<file path="src/rtl/dds_multi_core.sv">
// Multi-channel DDS register sequencer for AD995x-family parts.
// It pulses the part's master reset, then programs CSR, FR1 and CFR.
// After that, each update request writes only the channels whose tuning
// words changed since the last IO update.
// Optional macro DDS_PHASE_EN: adds per-channel POW tracking and CPOW0 writes.
module dds_multi_core #(
    parameter int unsigned NUM_CH      = 2,
    parameter int unsigned FTW_W       = 32,
    parameter int unsigned ASF_W       = 10,
    parameter int unsigned POW_W       = 14,
    parameter int unsigned RST_PULSE   = 4,
    parameter int unsigned IOUPD_PULSE = 2
) (
    input  logic                    clock,
    input  logic                    reset_n,
    input  logic [NUM_CH*FTW_W-1:0] ftw_flat,
    input  logic [NUM_CH*ASF_W-1:0] asf_flat,
    input  logic [NUM_CH*POW_W-1:0] pow_flat,
    input  logic                    vco_gain,
    input  logic [4:0]              clock_multiplier,
    input  logic [1:0]              dac_fscale,
    input  logic                    update_req,
    input  logic                    busy,
    output logic                    trigger,
    output logic [4:0]              packs_to_send,
    output logic [63:0]             data_input,
    output logic                    master_reset,
    output logic                    io_update,
    output logic                    init_done,
    output logic                    seq_done
);

    localparam int unsigned CH_W   = (NUM_CH > 1) ? $clog2(NUM_CH) : 1;
    localparam int unsigned PMAX   = (RST_PULSE > IOUPD_PULSE) ? RST_PULSE : IOUPD_PULSE;
    localparam int unsigned CNT_W  = $clog2(PMAX + 1);
    localparam int unsigned EN_LSB = 8 - NUM_CH;
    localparam logic [7:0]  CSR_ALL = 8'h06 | 8'(((1 << NUM_CH) - 1) << EN_LSB);

    typedef enum logic [3:0] {
        ST_RST,
        ST_INIT_CSR,
        ST_INIT_FR1,
        ST_INIT_CFR,
        ST_IOUPD,
        ST_DONE,
        ST_IDLE,
        ST_SCAN,
        ST_SEL,
        ST_CH_CSR,
        ST_CH_FTW,
        ST_CH_ACR,
        ST_WAIT
`ifdef DDS_PHASE_EN
        , ST_CH_POW
`endif
    } state_t;

    state_t                 r_state, w_state_nxt;
    state_t                 r_ret, w_ret_nxt;
    logic                   r_phase, w_phase_nxt;
    logic [CNT_W-1:0]       r_cnt, w_cnt_nxt;
    logic [CH_W-1:0]        r_ch, w_ch_nxt;
    logic [NUM_CH-1:0]      r_dirty, w_dirty_nxt;
    logic [NUM_CH-1:0]      r_ftw_chg, r_asf_chg;
    logic [NUM_CH-1:0]      w_ftw_chg, w_asf_chg, w_dirty;

    logic                   r_trigger, w_trig;
    logic [4:0]             r_packs, w_packs;
    logic [63:0]            r_data, w_data;
    logic                   r_mreset, w_mreset;
    logic                   r_ioupd, w_ioupd;
    logic                   r_init_done, w_init_done;
    logic                   r_seq_done, w_seq_done;

    logic                   r_pend;
    logic                   r_cm_valid;
    logic                   w_snap, w_scan, w_commit;
    logic [FTW_W-1:0]       r_sh_ftw [NUM_CH];
    logic [ASF_W-1:0]       r_sh_asf [NUM_CH];
    logic [FTW_W-1:0]       r_cm_ftw [NUM_CH];
    logic [ASF_W-1:0]       r_cm_asf [NUM_CH];

    logic                   w_xfer;
    logic [7:0]             w_addr;
    logic [4:0]             w_len;
    logic [63:0]            w_payload;
    state_t                 w_succ;
    state_t                 w_after_csr, w_after_ftw, w_after_acr;
    logic [7:0]             w_csr_sel;
    logic                   w_found;
    logic [CH_W-1:0]        w_sel_idx;

`ifdef DDS_PHASE_EN
    logic [NUM_CH-1:0]      r_pow_chg, w_pow_chg;
    logic [POW_W-1:0]       r_sh_pow [NUM_CH];
    logic [POW_W-1:0]       r_cm_pow [NUM_CH];
`else
    logic                   w_unused_pow;
    assign w_unused_pow = ^pow_flat;
`endif

    assign trigger       = r_trigger;
    assign packs_to_send = r_packs;
    assign data_input    = r_data;
    assign master_reset  = r_mreset;
    assign io_update     = r_ioupd;
    assign init_done     = r_init_done;
    assign seq_done      = r_seq_done;

    // Per-channel change detection, lowest-dirty-channel pick and CSR select byte
    always_comb begin
        w_found   = 1'b0;
        w_sel_idx = '0;
        w_csr_sel = 8'h06;
        for (int unsigned k = 0; k < NUM_CH; k++) begin
            w_ftw_chg[k] = !r_cm_valid || (r_sh_ftw[k] != r_cm_ftw[k]);
            w_asf_chg[k] = !r_cm_valid || (r_sh_asf[k] != r_cm_asf[k]);
`ifdef DDS_PHASE_EN
            w_pow_chg[k] = !r_cm_valid || (r_sh_pow[k] != r_cm_pow[k]);
            w_dirty[k]   = w_ftw_chg[k] | w_asf_chg[k] | w_pow_chg[k];
`else
            w_dirty[k]   = w_ftw_chg[k] | w_asf_chg[k];
`endif
            if (r_dirty[k] && !w_found) begin
                w_found   = 1'b1;
                w_sel_idx = CH_W'(k);
            end
            w_csr_sel[EN_LSB + k] = (r_ch == CH_W'(k));
        end
`ifdef DDS_PHASE_EN
        w_after_acr = r_pow_chg[r_ch] ? ST_CH_POW : ST_SEL;
`else
        w_after_acr = ST_SEL;
`endif
        w_after_ftw = r_asf_chg[r_ch] ? ST_CH_ACR : w_after_acr;
        w_after_csr = r_ftw_chg[r_ch] ? ST_CH_FTW : w_after_ftw;
    end

    // Next-state and next-output logic; register writes share one two-phase transfer path
    always_comb begin
        w_state_nxt = r_state;
        w_ret_nxt   = r_ret;
        w_phase_nxt = r_phase;
        w_cnt_nxt   = r_cnt;
        w_ch_nxt    = r_ch;
        w_dirty_nxt = r_dirty;
        w_trig      = 1'b0;
        w_packs     = r_packs;
        w_data      = r_data;
        w_mreset    = 1'b0;
        w_ioupd     = 1'b0;
        w_init_done = r_init_done;
        w_seq_done  = 1'b0;
        w_snap      = 1'b0;
        w_scan      = 1'b0;
        w_commit    = 1'b0;
        w_xfer      = 1'b0;
        w_addr      = 8'h00;
        w_len       = 5'd1;
        w_payload   = '0;
        w_succ      = ST_IDLE;

        case (r_state)
            ST_RST: begin
                w_mreset  = 1'b1;
                w_cnt_nxt = r_cnt + 1'b1;
                if (r_cnt == CNT_W'(RST_PULSE - 1)) begin
                    w_state_nxt = ST_INIT_CSR;
                    w_cnt_nxt   = '0;
                    w_phase_nxt = 1'b0;
                end
            end
            ST_INIT_CSR: begin
                w_xfer    = 1'b1;
                w_addr    = 8'h00;
                w_len     = 5'd1;
                w_payload = 64'(CSR_ALL);
                w_succ    = ST_INIT_FR1;
            end
            ST_INIT_FR1: begin
                w_xfer    = 1'b1;
                w_addr    = 8'h01;
                w_len     = 5'd3;
                w_payload = 64'({vco_gain, clock_multiplier}) << 18;
                w_succ    = ST_INIT_CFR;
            end
            ST_INIT_CFR: begin
                w_xfer    = 1'b1;
                w_addr    = 8'h03;
                w_len     = 5'd3;
                w_payload = 64'(dac_fscale) << 8;
                w_succ    = ST_IOUPD;
            end
            ST_IOUPD: begin
                w_ioupd   = 1'b1;
                w_cnt_nxt = r_cnt + 1'b1;
                if (r_cnt == CNT_W'(IOUPD_PULSE - 1)) begin
                    w_state_nxt = ST_DONE;
                    w_cnt_nxt   = '0;
                end
            end
            ST_DONE: begin
                if (r_init_done) begin
                    w_commit   = 1'b1;
                    w_seq_done = 1'b1;
                end else begin
                    w_init_done = 1'b1;
                end
                w_state_nxt = ST_IDLE;
            end
            ST_IDLE: begin
                if (update_req || r_pend) begin
                    w_snap      = 1'b1;
                    w_state_nxt = ST_SCAN;
                end
            end
            ST_SCAN: begin
                w_scan      = 1'b1;
                w_dirty_nxt = w_dirty;
                w_state_nxt = (w_dirty == '0) ? ST_DONE : ST_SEL;
            end
            ST_SEL: begin
                if (w_found) begin
                    w_ch_nxt    = w_sel_idx;
                    w_phase_nxt = 1'b0;
                    w_state_nxt = ST_CH_CSR;
                end else begin
                    w_cnt_nxt   = '0;
                    w_state_nxt = ST_IOUPD;
                end
            end
            ST_CH_CSR: begin
                w_xfer    = 1'b1;
                w_addr    = 8'h00;
                w_len     = 5'd1;
                w_payload = 64'(w_csr_sel);
                w_succ    = w_after_csr;
                if (r_phase) begin
                    w_dirty_nxt[r_ch] = 1'b0;
                end
            end
            ST_CH_FTW: begin
                w_xfer    = 1'b1;
                w_addr    = 8'h04;
                w_len     = 5'd4;
                w_payload = 64'(r_sh_ftw[r_ch]);
                w_succ    = w_after_ftw;
            end
            ST_CH_ACR: begin
                w_xfer    = 1'b1;
                w_addr    = 8'h06;
                w_len     = 5'd3;
                w_payload = 64'(24'h001000 | 24'(r_sh_asf[r_ch]));
                w_succ    = w_after_acr;
            end
`ifdef DDS_PHASE_EN
            ST_CH_POW: begin
                w_xfer    = 1'b1;
                w_addr    = 8'h05;
                w_len     = 5'd2;
                w_payload = 64'(r_sh_pow[r_ch]);
                w_succ    = ST_SEL;
            end
`endif
            ST_WAIT: begin
                if (!r_trigger && !busy) begin
                    w_state_nxt = r_ret;
                end
            end
            default: w_state_nxt = ST_RST;
        endcase

        // Phase 0 sends the instruction byte and returns here; phase 1 sends the payload and moves on
        if (w_xfer) begin
            w_trig      = 1'b1;
            w_state_nxt = ST_WAIT;
            if (!r_phase) begin
                w_packs     = 5'd1;
                w_data      = 64'({1'b0, w_addr[6:0]});
                w_ret_nxt   = r_state;
                w_phase_nxt = 1'b1;
            end else begin
                w_packs     = w_len;
                w_data      = w_payload;
                w_ret_nxt   = w_succ;
                w_phase_nxt = 1'b0;
            end
        end
    end

    // FSM state and registered outputs
    always_ff @(posedge clock or negedge reset_n) begin
        if (!reset_n) begin
            r_state     <= ST_RST;
            r_ret       <= ST_RST;
            r_phase     <= 1'b0;
            r_cnt       <= '0;
            r_ch        <= '0;
            r_dirty     <= '0;
            r_trigger   <= 1'b0;
            r_packs     <= '0;
            r_data      <= '0;
            r_mreset    <= 1'b0;
            r_ioupd     <= 1'b0;
            r_init_done <= 1'b0;
            r_seq_done  <= 1'b0;
        end else begin
            r_state     <= w_state_nxt;
            r_ret       <= w_ret_nxt;
            r_phase     <= w_phase_nxt;
            r_cnt       <= w_cnt_nxt;
            r_ch        <= w_ch_nxt;
            r_dirty     <= w_dirty_nxt;
            r_trigger   <= w_trig;
            r_packs     <= w_packs;
            r_data      <= w_data;
            r_mreset    <= w_mreset;
            r_ioupd     <= w_ioupd;
            r_init_done <= w_init_done;
            r_seq_done  <= w_seq_done;
        end
    end

    // Request pending flag, shadow snapshot, change flags and committed copy
    always_ff @(posedge clock or negedge reset_n) begin
        if (!reset_n) begin
            r_pend     <= 1'b0;
            r_cm_valid <= 1'b0;
            r_ftw_chg  <= '0;
            r_asf_chg  <= '0;
            for (int unsigned k = 0; k < NUM_CH; k++) begin
                r_sh_ftw[k] <= '0;
                r_sh_asf[k] <= '0;
                r_cm_ftw[k] <= '0;
                r_cm_asf[k] <= '0;
            end
`ifdef DDS_PHASE_EN
            r_pow_chg <= '0;
            for (int unsigned k = 0; k < NUM_CH; k++) begin
                r_sh_pow[k] <= '0;
                r_cm_pow[k] <= '0;
            end
`endif
        end else begin
            if (w_snap) begin
                r_pend <= 1'b0;
            end else if (update_req) begin
                r_pend <= 1'b1;
            end
            if (w_scan) begin
                r_ftw_chg <= w_ftw_chg;
                r_asf_chg <= w_asf_chg;
`ifdef DDS_PHASE_EN
                r_pow_chg <= w_pow_chg;
`endif
            end
            for (int unsigned k = 0; k < NUM_CH; k++) begin
                if (w_snap) begin
                    r_sh_ftw[k] <= ftw_flat[k*FTW_W +: FTW_W];
                    r_sh_asf[k] <= asf_flat[k*ASF_W +: ASF_W];
`ifdef DDS_PHASE_EN
                    r_sh_pow[k] <= pow_flat[k*POW_W +: POW_W];
`endif
                end
                if (w_commit) begin
                    r_cm_ftw[k] <= r_sh_ftw[k];
                    r_cm_asf[k] <= r_sh_asf[k];
`ifdef DDS_PHASE_EN
                    r_cm_pow[k] <= r_sh_pow[k];
`endif
                end
            end
            if (w_commit) begin
                r_cm_valid <= 1'b1;
            end
        end
    end

endmodule

</file>
<file path="config.mk">
export PLATFORM = sky130hd
export DESIGN_NAME = dds_multi_core
export DESIGN_NICKNAME = d
export VERILOG_FILES = /design/src/rtl/dds_multi_core.sv
export SDC_FILE = /design/constraint.sdc
export NUM_CORES = 1
export LEC_CHECK = 0
export BUFFER_PORTS_ARGS = -buffer_cell sky130_fd_sc_hd__buf_2
export CAP_MARGIN = 40
export CORE_AREA = 2 2 116 203
export CTS_CLUSTER_SIZE = 30
export DETAILED_ROUTE_END_ITERATION = 12
export DIE_AREA = 0 0 118 205
export GPL_TIMING_DRIVEN = 1
export PLACE_DENSITY = 0.73
export SYNTH_ARGS = -nofsm -noshare
export SYNTH_HDL_FRONTEND = slang
export SYNTH_SLANG_ARGS = --single-unit
</file>
<file path="constraint.sdc">
create_clock -name clock -period 2.22 [get_ports clock]
set_input_delay 0.444 -clock clock [delete_from_list [all_inputs] [get_ports clock]]
set_output_delay 0.444 -clock clock [all_outputs]
set_load 0.05 [all_outputs]
</file>
# Word level (Yosys, flattened, before mapping)
# Index checks and enable logic that the tools add are counted.
[totals]
register_bits = 263
elab_cells = 140
input_bits = 124
output_inout_bits = 74
[op_classes]
n_mux = 54
n_reduce_logical = 25
magnitude_cmp = 3
bitwise_logic = 6
eq_ne = 26
addsub = 1
[ops]
columns = ["cell", "n"]
rows = [
  ["case mux 32 bit (6 select lines)", 1],
  ["two-way mux 32 bit", 3],
  ["two-way mux 64 bit", 1],
  ["!= test 32 bit", 2],
  ["two-way mux 4 bit", 8],
  ["case mux 4 bit (8 select lines)", 1],
  ["two-way mux 10 bit", 3],
  ["case mux 4 bit (6 select lines)", 1],
  ["two-way mux 1 bit", 23],
  ["equality test 4 bit (second input constant)", 5],
  ["!= test 10 bit", 2],
  ["equality test 4 x 3 -> 1 bit (second input constant)", 4],
  ["!= test 3 bit (second input constant)", 5],
  ["case mux 3 bit (4 select lines)", 1],
  ["two-way mux 3 bit", 3],
  ["case mux 3 bit (3 select lines)", 1],
  ["equality test 4 x 2 -> 1 bit (second input constant)", 2],
  ["two-way mux 2 bit", 3],
  ["case mux 3 bit (2 select lines)", 1],
  ["AND reduction 2 bit", 3],
  ["nonzero test 3 bit", 2],
  ["OR reduction 6 bit", 1],
  ["logical OR 1 bit", 5],
  ["two-way mux 5 bit", 1],
  ["25 further kinds", 33],
]

# Logic depth before layout (Yosys ltp)
# Gate-level depths: netlist of the first run.
[depth]
ltp_word = 8
ltp_mapped = 9

# Least setup slack after synthesis of the first run
# OpenSTA, ideal clock, no wires.
[synth_timing]
kind = "register to register"
startpoint = "register r_state[1]"
endpoint = "register r_sh_asf[19] (netlist name)"
synth_period_minus_slack_ps = 1980
setup_ps = 125
slack_ps = 240
t_arrival_ps = 1855
t_required_ps = 2095
n_path_buf = 3
path_stages_with_launch = 9
path_cell_list = "dfrtp_1 > or2_1 > buf_4 > o21ai_2 > nand4_4 > nor2_4 > buf_6 > buf_8 > mux2_4"
[synth_via]
elab_chain_cells = 2
[synth_rtl]
columns = ["item", "line", "text"]
rows = [
  ["start, declared", "58", "state_t r_state, w_state_nxt;"],
  ["start signal, assigned", "308", "r_state <= w_state_nxt;"],
  ["equality test 4 x 3 -> 1 bit", "163", "case (r_state)"],
  ["two-way mux 1 bit", "163", ""],
  ["end signal, assigned by index", "360", "r_sh_asf[k] <= asf_flat[k*ASF_W +: ASF_W];"],
  ["end, declared", "79", "logic [ASF_W-1:0] r_sh_asf [NUM_CH];"],
]
# Every way passes these cells.
# A chain may end at the register's enable or synchronous reset.

# Final worst setup path of the first run
[layout_timing]
startpoint = "register r_cm_ftw[12] (netlist name)"
endpoint = "register r_state[0]"
[layout_via]
elab_chain_cells = 7
[layout_rtl]
columns = ["item", "line", "text"]
rows = [
  ["start, declared", "80", "logic [FTW_W-1:0] r_cm_ftw [NUM_CH];"],
  ["start signal, assigned by index", "366", "r_cm_ftw[k] <= r_sh_ftw[k];"],
  ["!= test 32 bit", "116", "w_ftw_chg[k] = !r_cm_valid || (r_sh_ftw[k] != r_cm_ftw[k]);"],
  ["logical OR 1 bit", "116", ""],
  ["bitwise OR 1 bit", "122", "w_dirty[k] = w_ftw_chg[k] | w_asf_chg[k];"],
  ["logical NOT 2 bit", "220", "w_state_nxt = (w_dirty == '0) ? ST_DONE : ST_SEL;"],
  ["two-way mux 4 bit", "220", ""],
  ["case mux 4 bit (8 select lines)", "163", ""],
  ["two-way mux 4 bit", "274", "if (w_xfer) begin"],
]
# Every way passes these cells.

==> flow_metrics.env, run 1 <==
export IMPL_initial_core_util=0.493
export IMPL_gp_congestion=0.898
export IMPL_crit_family="simple AND/OR/NAND/NOR gates"
export IMPL_antenna_found_initial=0
export IMPL_crit_buf_inv=0
export IMPL_nets=1340
export IMPL_post_route_min_period_ns=2.13
export IMPL_routed_wl_um=28900
export IMPL_p_leak_nw=6.45
export IMPL_cap_viol_max_count=0
export IMPL_netlist_area_um2=11100
export IMPL_num_fill_cells=1894
export IMPL_cts_path_max_buffers=3
export IMPL_synth_top_area_cell="dfrtp_1"
export IMPL_synthTopCellsByArea="dfrtp_1 51%, nand2_1 9.9%, mux2_4 8.1%"
export IMPL_p_sw_frac=0.397
export IMPL_cp_end_kind="register"
export IMPL_die_area_um2=24200
export IMPL_gr_usage_met3=0.0242
export IMPL_cp_startpoint="r_cm_ftw[12]"
export IMPL_crit_arrival_ns=2.53
export IMPL_io_buffers=135
export IMPL_crit_chain="xnor2_1 > nand4_1 > nor4_1 > nand4_1 > or3_4 > o31ai_1"
export IMPL_async_flop_share=1.00
export IMPL_path_common_cell="nand4_1"
export IMPL_synth_top_area_frac=0.515
export IMPL_grtUsageTotal=0.240
export IMPL_ys_seq_area_frac=0.515
export IMPL_h_tree_depth=1
export IMPL_die_width_um=118
export IMPL_vias_per_cell=5.31
export IMPL_clkLatencyLatePin_ns=0.52
export IMPL_gr_usage_met1=0.275
export IMPL_seqPwrFrac=0.383
export IMPL_yosysWarnings=0
export IMPL_rows=73
export IMPL_dp_hpwl_um=20900
export IMPL_clk_pin_slew_ns=0.07
export IMPL_drc=0
export IMPL_finalSetupViolCount=0
export IMPL_pin_count=198
export IMPL_drtIter0Drc=453
export IMPL_grt_max_degree=76
export IMPL_min_path_type="in -> reg"
export IMPL_synth_cell_types=59
export IMPL_synth_area_per_cell_um2=10.6
export IMPL_synth_common_cells="293 x nand2_1, 229 x dfrtp_1, 76 x xnor2_1, 60 x mux2_4, 40 x mux2i_1"
export IMPL_grt_pass1_wl_um=45100
export IMPL_status="finished clean"
export IMPL_holdWs_ns=0.154
export IMPL_diodes=0
export IMPL_worstMarginPinSlew_ns=0.610
export IMPL_postCtsSetupRepairBufs=0
export IMPL_dr_pass1_iters=5
export IMPL_final_hold_violation_count=0
export IMPL_max_freq_mhz=470
export IMPL_use_met2=0.427
export IMPL_required_ns=2.62
export IMPL_synth_top_flop_cell="dfrtp_1"
export IMPL_ir_drop_mv=0.787
export IMPL_hp_start="asf_flat[13]"
export IMPL_worstSetupPathType="reg -> reg"
export IMPL_core_um2=22600
export IMPL_drtAntennaViolNets=0
export IMPL_p_switching_w=0.00742
export IMPL_vias=8112
export IMPL_slew_headroom=0.593
export IMPL_overflow=0
export IMPL_r2r_start="r_cm_ftw[12]"
export IMPL_synthMostInstantiatedCell="nand2_1"
export IMPL_combPwrFrac=0.413
export IMPL_clockRootBuffer="clkbuf_16"
export IMPL_cts_sinks=229
export IMPL_drv_slew=0
export IMPL_drive_above_1_share=0.267
export IMPL_yosys_register_bits=229
export IMPL_cellPowerDensity_nw_per_um2=1430
export IMPL_cp_max_fo=2
export IMPL_wl_per_cell_um=18.9
export IMPL_crit_slowest_cell="or3_4"
export IMPL_rsz0062_at_grt="no"
export IMPL_p_int_w=0.0113
export IMPL_fin_worst_skew_ns=0.0214
export IMPL_fp_dieH_um=205
export IMPL_worstSetupStartpointType="register"
export IMPL_synth_edf_count=0
export IMPL_power_share_clock=0.204
export IMPL_cts_buffers_inserted=22
export IMPL_slowest_delay_ns=0.43
export IMPL_finalCritPeriodShare=0.958
export IMPL_grt_busiest_layer="met2"
export IMPL_grt_pass1_vias=8197
export IMPL_final_seq_area_um2=5730
export IMPL_multi_input_area_um2=4950
export IMPL_cts_tree="yes"
export IMPL_tns_ns=0
export IMPL_area_growth_synth_to_final_pct=17.1
export IMPL_netlist_instances=1048
stage by stage:
step	utilization	std cells	instance area [µm²]	total power [W]	setup slack (ns)
floorplan	-	1081	11300	0.0122	0.240
global placement	0.544	1487	12300	0.0147	0.122
detailed placement	0.544	1487	12300	0.0148	0.102
CTS	0.577	1528	13000	0.0187	0.0927
global route	0.578	1528	13000	0.0197	0.00648
finish	0.578	1528	13000	0.0187	0.0923
metal layers:
layer | up-vias | routed length [µm]
met5 | - | 0
met4 | 0 | 1870
met3 | 73 | 1230
met2 | 292 | 15100
met1 | 3953 | 10700
li1 | 3794 | -
power by group through the flow:
stage / clock network [W] / logic [W] / registers, W
after floorplan: 0 / 0.00497 / 0.00720
after global placement: 0 / 0.00753 / 0.00715
after detailed placement: 0 / 0.00764 / 0.00720
after CTS: 0.00387 / 0.00771 / 0.00714
after global routing: 0.00405 / 0.00831 / 0.00734
final: 0.00382 / 0.00772 / 0.00716
worst paths after layout:
path	end	slack (ns)	cells after the start
hold reg to reg	r_ftw_chg[1]	0.47	2
setup reg to reg	r_state[0]	0.09	6
max in group asynchronous	r_sh_ftw[21]	1.10	3
setup / recovery	r_state[0]	0.09	6
min in group asynchronous	data_input[27]	0.47	2
hold / removal	r_sh_asf[3]	0.15	2
layout by cell type, fill, tap and decap left out, types with 25 or more instances in the layout:
cell / netlist / final
mux2_4: 60 / 60
xnor2_1: 76 / 76
o21ai_0: 39 / 39
dfrtp_1: 229 / 228
mux2i_1: 40 / 40
nand2_1: 293 / 293
buf_4: 35 / 51
buf_2: 13 / 134
nand4_1: 32 / 32
conb_1: 1 / 34
mux2_2: 25 / 25
cells by family (layout without fill, tap and decap cells):
family,after synthesis,in the layout,synth area share
adder cells (fa/ha/maj),4,4,0.00450
AO/OA/AOI/OAI,105,105,0.0609
flip-flops,229,229,0.515
multiplexers,125,125,0.142
AND/OR/NAND/NOR,402,402,0.157
buffers and inverters,96,243,0.0524
other,1,34,0.000337
XOR/XNOR,86,86,0.0677
what timing repair did:
action                                  in CTS  in global routing
endpoints found under the setup margin       0                  1
hold endpoints to repair                    53                  0
hold buffers                                 1                  0
gates resized for setup                      0                  1
layout make-up:
cell class / count / area share
multi-input cells: 756 / 0.380
clock inverters: 8 / 0.00547
inverters: 10 / 0.00288
clock buffers: 32 / 0.0514
repair buffers: 193 / 0.0920
flip-flops and latches: 229 / 0.440
well taps: 300 / 0.0288
flip-flops by register name, summed over array words and instances, names as in the netlist, 2 cells and up:
signal and count:
r_cm_ftw 64, r_sh_ftw 64, data_input 32, r_cm_asf 20, r_sh_asf 20, r_ret 4, r_state 4, packs_to_send 3
r_cnt 3, r_asf_chg 2, r_dirty 2, r_ftw_chg 2
worst register-to-register path: stages (launching register included):
cell and delay, ns:
dfrtp_1 0.39, xnor2_1 0.37, nand4_1 0.16, nor4_1 0.37, nand4_1 0.20, or3_4 0.43
o31ai_1 0.09
Note: power is estimated with default switching activity, not from simulation.
==> run 2, diff against run 1 <==
==> constraint.sdc (replaced) <==
create_clock -name clock -period 2.3 [get_ports clock]
set_input_delay 0.46 -clock clock [delete_from_list [all_inputs] [get_ports clock]]
set_output_delay 0.46 -clock clock [all_outputs]
set_load 0.01 [all_outputs]
==> run 2 against run 1 <==
- flip-flop and latch count stayed put
- utilization shrank 0.34 points
- critical path type unchanged
- register-to-register slack worse by 0.02 ns
- die area is the same
- total power decreased by 6.0%
- non-clock buffer count shrank 18
- count of clock-buffer cells in the layout fell by 3
==> flow_metrics.env, run 2 (same netlist as run 1, synthesis figures left out) <==
export IMPL_placed_area_um2=12100
export IMPL_die_area_um2=24200
export IMPL_layout_commonest_cell="nand2_1"
export IMPL_crit_slowest_cell="dfrtp_1"
export IMPL_h_tree_depth=1
export IMPL_worstSetupPathType="reg -> reg"
export IMPL_required_ns=2.70
export IMPL_dp_hpwl_um=20700
export IMPL_p_leak_nw=6.38
export IMPL_rows=73
export IMPL_gp_congestion=0.924
export IMPL_status="finished clean"
export IMPL_clockRootBuffer="clkbuf_16"
export IMPL_overflow=0
export IMPL_grt_max_degree=63
export IMPL_postCtsSetupRepairBufs=0
export IMPL_worstMarginPinSlew_ns=0.655
export IMPL_cp_max_fo=43
export IMPL_stdcell_area_um2=13000
export IMPL_dr_wl_met3_um=1270
export IMPL_crit_family="simple AND/OR/NAND/NOR gates"
export IMPL_crit_buf_inv=1
export IMPL_area_growth_synth_to_final_pct=16.4
export IMPL_die_width_um=118
export IMPL_wl_per_cell_um=18.9
export IMPL_diodes=0
export IMPL_slew_headroom=0.564
export IMPL_cts_tree="yes"
export IMPL_vias_per_cell=5.37
export IMPL_dr_pass1_iters=5
export IMPL_core_um2=22600
export IMPL_drtIter0Drc=545
export IMPL_highest_layer="met4"
export IMPL_cellPowerDensity_nw_per_um2=1360
export IMPL_initial_core_util=0.493
export IMPL_clk_pin_slew_ns=0.07
export IMPL_grt_pass1_wl_um=44100
export IMPL_grtUsageTotal=0.235
export IMPL_crit_arrival_ns=2.63
export IMPL_post_route_min_period_ns=2.22
export IMPL_pin_count=198
export IMPL_wl_met2_um=15100
export IMPL_min_path_type="in -> reg"
export IMPL_io_buffers=135
export IMPL_grt_pass1_vias=8067
export IMPL_final_hold_violation_count=0
export IMPL_drv_slew=0
export IMPL_cap_viol_max_count=0
export IMPL_fp_dieH_um=205
export IMPL_clkLatencyLatePin_ns=0.51
export IMPL_routed_wl_um=28600
export IMPL_drtAntennaViolNets=0
export IMPL_setup_ws_ns=0.0754
export IMPL_layout_common_cells="293 x nand2_1, 228 x dfrtp_1, 134 x buf_2, 76 x xnor2_1, 67 x mux2_4"
export IMPL_cts_sinks=229
export IMPL_finalCritPeriodShare=0.967
export IMPL_design_power_total_w=0.0176
export IMPL_drive_above_1_share=0.255
export IMPL_tns_ns=0
export IMPL_fin_worst_skew_ns=0.00778
export IMPL_ir_drop_mv=0.706
export IMPL_nets=1322
export IMPL_dp_slack_ns=0.104
export IMPL_rsz0062_at_grt="yes"
export IMPL_worstSetupStartpointType="register"
export IMPL_cp_end_kind="register"
export IMPL_cts_buffers_inserted=22
export IMPL_antenna_found_initial=0
export IMPL_slowest_delay_ns=0.40
export IMPL_max_freq_mhz=450
export IMPL_drc=0
export IMPL_vias=8104
export IMPL_crit_chain="ha_2 > ha_1 > nor2_1 > o21ai_2 > nand4_4 > nor2_4 > buf_12 > mux2_2"
export IMPL_wl_met1_um=10400
export IMPL_cts_path_max_buffers=3
export IMPL_finalSetupViolCount=0
run 2: cell types whose count changed in the layout (fill, tap and decap cells not counted), moves of 3 or more:
cell       change
mux2_4         +7
buf_4         -18
bufinv_16      +3
mux2_2         -7
clkbuf_8       -4
run 2: worst register-to-register path, stage by stage (launching register included):
cell and delay [ns]:
dfrtp_1 0.40, ha_2 0.21, ha_1 0.17, nor2_1 0.08
o21ai_2 0.16, nand4_4 0.16, nor2_4 0.20, buf_12 0.32
mux2_2 0.42
run 2: per-stage QoR:
step | hold WS, ns | instances | util
floorplan | 0.164 | 1081 | -
global placement | 0.432 | 1469 | 0.538
detailed placement | 0.437 | 1469 | 0.538
CTS | 0.156 | 1510 | 0.573
global route | 0.165 | 1510 | 0.574
finish | 0.169 | 1510 | 0.574
run 2: timing repair:
| action | in CTS | in global routing |
|---|---|---|
| hold buffers | 1 | 0 |
| gates resized for setup | 0 | 8 |
| hold endpoints to repair | 58 | 0 |
| endpoints found under the setup margin | 0 | 33 |
run 2: power breakdown:
group | total (W) | internal, W | leakage, nW | switching, W
clock network | 0.00389 | 0.00234 | 0.383 | 0.00154
logic | 0.00667 | 0.00321 | 2.96 | 0.00345
registers | 0.00702 | 0.00539 | 3.04 | 0.00163
total | 0.0176 | 0.0109 | 6.38 | 0.00663
run 2: final timing paths:
check	cells after the start	slack, ns	startpoint	end
worst min-delay path	2	0.17	ftw_flat[4]	r_sh_ftw[36]
worst max-delay path	8	0.08	r_cnt[0]	r_sh_ftw[5]
worst max register to register	8	0.08	r_cnt[0]	r_sh_ftw[5]
worst min register to register	2	0.48	r_ftw_chg[1]	r_ftw_chg[1]
min in group asynchronous	2	0.47	reset_n	data_input[24]
max in group asynchronous	3	1.11	reset_n	r_cm_ftw[54]
run 2: cell type report:
cell class | count | area, µm²
Clock buffer | 29 | 618
Timing Repair Buffer | 175 | 1060
Fill cell | 1929 | 9600
Tap cell | 300 | 375
Sequential cell | 229 | 5730
Inverter | 10 | 37.5
Clock inverter | 11 | 158
Multi-Input combinational cell | 756 | 4970
run 2: routing by layer:
layer,global-route usage,vias up
li1,-,3759
met1,0.261,3968
met2,0.428,294
met3,0.0214,83
met4,0.151,0
met5,0,-
==> run 3, diff against run 2 <==
- PLACE_DENSITY: 0.73 -> 0.76
- clock period: 2.3 -> 2 ns (I/O delays scaled with it)
==> run 3 against run 2 <==
- the run now ends with negative setup slack left
- via count grew 10%
- non-clock buffer count grew 117
- register-to-register slack lost 0.17 ns
- total power grew 25%
- sequential power grew 8.8%
- count of clock-buffer cells in the layout grew 1
==> flow_metrics.env, run 3 (same netlist as run 1, synthesis figures left out) <==
export IMPL_rows=73
export IMPL_required_ns=2.42
export IMPL_layout_commonest_cell="nand2_1"
export IMPL_cts_tree="yes"
export IMPL_reg2reg_depth=6
export IMPL_cellPowerDensity_nw_per_um2=1550
export IMPL_crit_buf_inv=0
export IMPL_initial_core_util=0.493
export IMPL_cp_end_kind="register"
export IMPL_p_leak_nw=7.04
export IMPL_grt_pass1_wl_um=49700
export IMPL_hp_start="vco_gain"
export IMPL_cp_max_fo=2
export IMPL_finalCritPeriodShare=1.05
export IMPL_whs_path_depth=3
export IMPL_crit_family="simple AND/OR/NAND/NOR gates"
export IMPL_cts_sinks=229
export IMPL_vias=8942
export IMPL_post_route_min_period_ns=2.10
export IMPL_slowest_delay_ns=0.54
export IMPL_nets=1438
export IMPL_finalNonFillerCells=1623
export IMPL_finalSetupViolCount=2
export IMPL_max_freq_mhz=476
export IMPL_crit_arrival_ns=2.52
export IMPL_wl_per_cell_um=20.6
export IMPL_vias_per_cell=5.51
export IMPL_r2r_slack_ns=-0.1
export IMPL_crit_chain="xor2_2 > or4_4 > nor3b_2 > nand4_1 > or3_4 > o31ai_1"
export IMPL_h_tree_depth=1
export IMPL_setup_ws_ns=-0.0996
export IMPL_diodes=0
export IMPL_r2r_start="r_cm_ftw[63]"
export IMPL_placed_cells=1569
export IMPL_antenna_found_initial=0
export IMPL_violations="negative setup slack"
export IMPL_fp_dieH_um=205
export IMPL_overflow=0
export IMPL_dp_hpwl_um=23000
export IMPL_slew_headroom=0.657
export IMPL_hold_path_end="data_input[23]"
export IMPL_layout_common_cells="293 x nand2_1, 227 x dfrtp_1, 134 x buf_2, 132 x buf_4, 83 x mux2_4"
export IMPL_final_hold_violation_count=0
export IMPL_worstSetupStartpointType="register"
export IMPL_die_area_um2=24200
export IMPL_gp_congestion=0.945
export IMPL_design_power_total_w=0.0220
export IMPL_status="finished, violations left"
export IMPL_ir_drop_mv=0.913
export IMPL_io_buffers=135
export IMPL_cts_path_max_buffers=3
export IMPL_pin_count=198
export IMPL_drive_above_1_share=0.334
export IMPL_core_um2=22600
export IMPL_grt_pass1_vias=9141
export IMPL_crit_slowest_cell="or4_4"
export IMPL_dr_pass1_iters=5
export IMPL_clkLatencyLatePin_ns=0.53
export IMPL_num_fill_cells=1791
export IMPL_drtAntennaViolNets=0
export IMPL_clk_pin_slew_ns=0.07
export IMPL_worstSetupPathType="reg -> reg"
export IMPL_grtUsageTotal=0.266
export IMPL_fin_worst_skew_ns=0.0188
export IMPL_min_path_type="in -> reg"
export IMPL_worstMarginPinSlew_ns=0.511
export IMPL_holdWs_ns=0.0980
export IMPL_final_seq_area_um2=5730
export IMPL_multi_input_area_um2=5160
export IMPL_grt_max_degree=56
export IMPL_cts_buffers_inserted=21
export IMPL_cap_viol_max_count=0
export IMPL_die_width_um=118
export IMPL_rsz0062_at_grt="yes"
export IMPL_r2r_end="r_state[0]"
export IMPL_drv_slew=0
export IMPL_drc=0
export IMPL_drtIter0Drc=625
export IMPL_routed_wl_um=33400
export IMPL_clockRootBuffer="clkbuf_16"
export IMPL_area_growth_synth_to_final_pct=27.2
[run 3: how the worst max path moves through the flow]
| stage | cells after the start | slack [ns] | from | endpoint |
|---|---|---|---|---|
| detailed placement | 8 | -0.09 | r_cm_ftw[42] | r_state[3] |
| global placement | 8 | -0.06 | r_sh_ftw[42] | r_dirty[0] |
| CTS | 6 | -0.03 | r_cm_ftw[20] | r_state[0] |
| global route | 6 | -0.13 | r_cm_ftw[63] | r_state[0] |
| floorplan | 8 | 0.02 | r_state[1] | r_sh_asf[19] |
| finish | 6 | -0.1 | r_cm_ftw[63] | r_state[0] |
[run 3: metal layers]
layer | track usage | part of all wire
met3 | 0.0309 | 0.052
met2 | 0.483 | 0.52
met1 | 0.293 | 0.35
met5 | 0 | 0
met4 | 0.172 | 0.076
[run 3: cell type report]
cell class              instances  share of cell area
repair buffers                292               0.155
clock buffers                  30              0.0423
inverters                      10             0.00283
clock inverters                 6             0.00433
well taps                     300              0.0265
flip-flops and latches        229               0.405
multi-input cells             756               0.364
[run 3: where the power goes]
part	switching, W	internal [W]
Combinational	0.00517	0.00519
Clock	0.00177	0.00222
Sequential	0.00143	0.00620
[run 3: timing repair]
item                                    CTS  global route
hold buffers                              1             0
hold endpoints to repair                 49             0
gates resized for setup                  13            45
endpoints found under the setup margin   83            92
pin swaps                                 0             5
gates cloned                              2             7
setup buffers                             6             3
[run 3: stage by stage]
step           setup WS [ns]  setup TNS (ns)  cell area, µm²   util
3_5_place_dp         -0.0870           -2.64           13000  0.574
4_1_cts              -0.0349          -0.410           13800  0.611
6_report             -0.0996          -0.178           14200  0.627
2_1_floorplan         0.0200               0           11300      -
5_1_grt               -0.127           -4.49           14200  0.627
3_3_place_gp         -0.0640          -0.682           13000  0.574
[run 3: worst min-delay path: stages]
cell	delay (ns)
buf_2	0.08
a22oi_1	0.05
o21ai_0	0.06
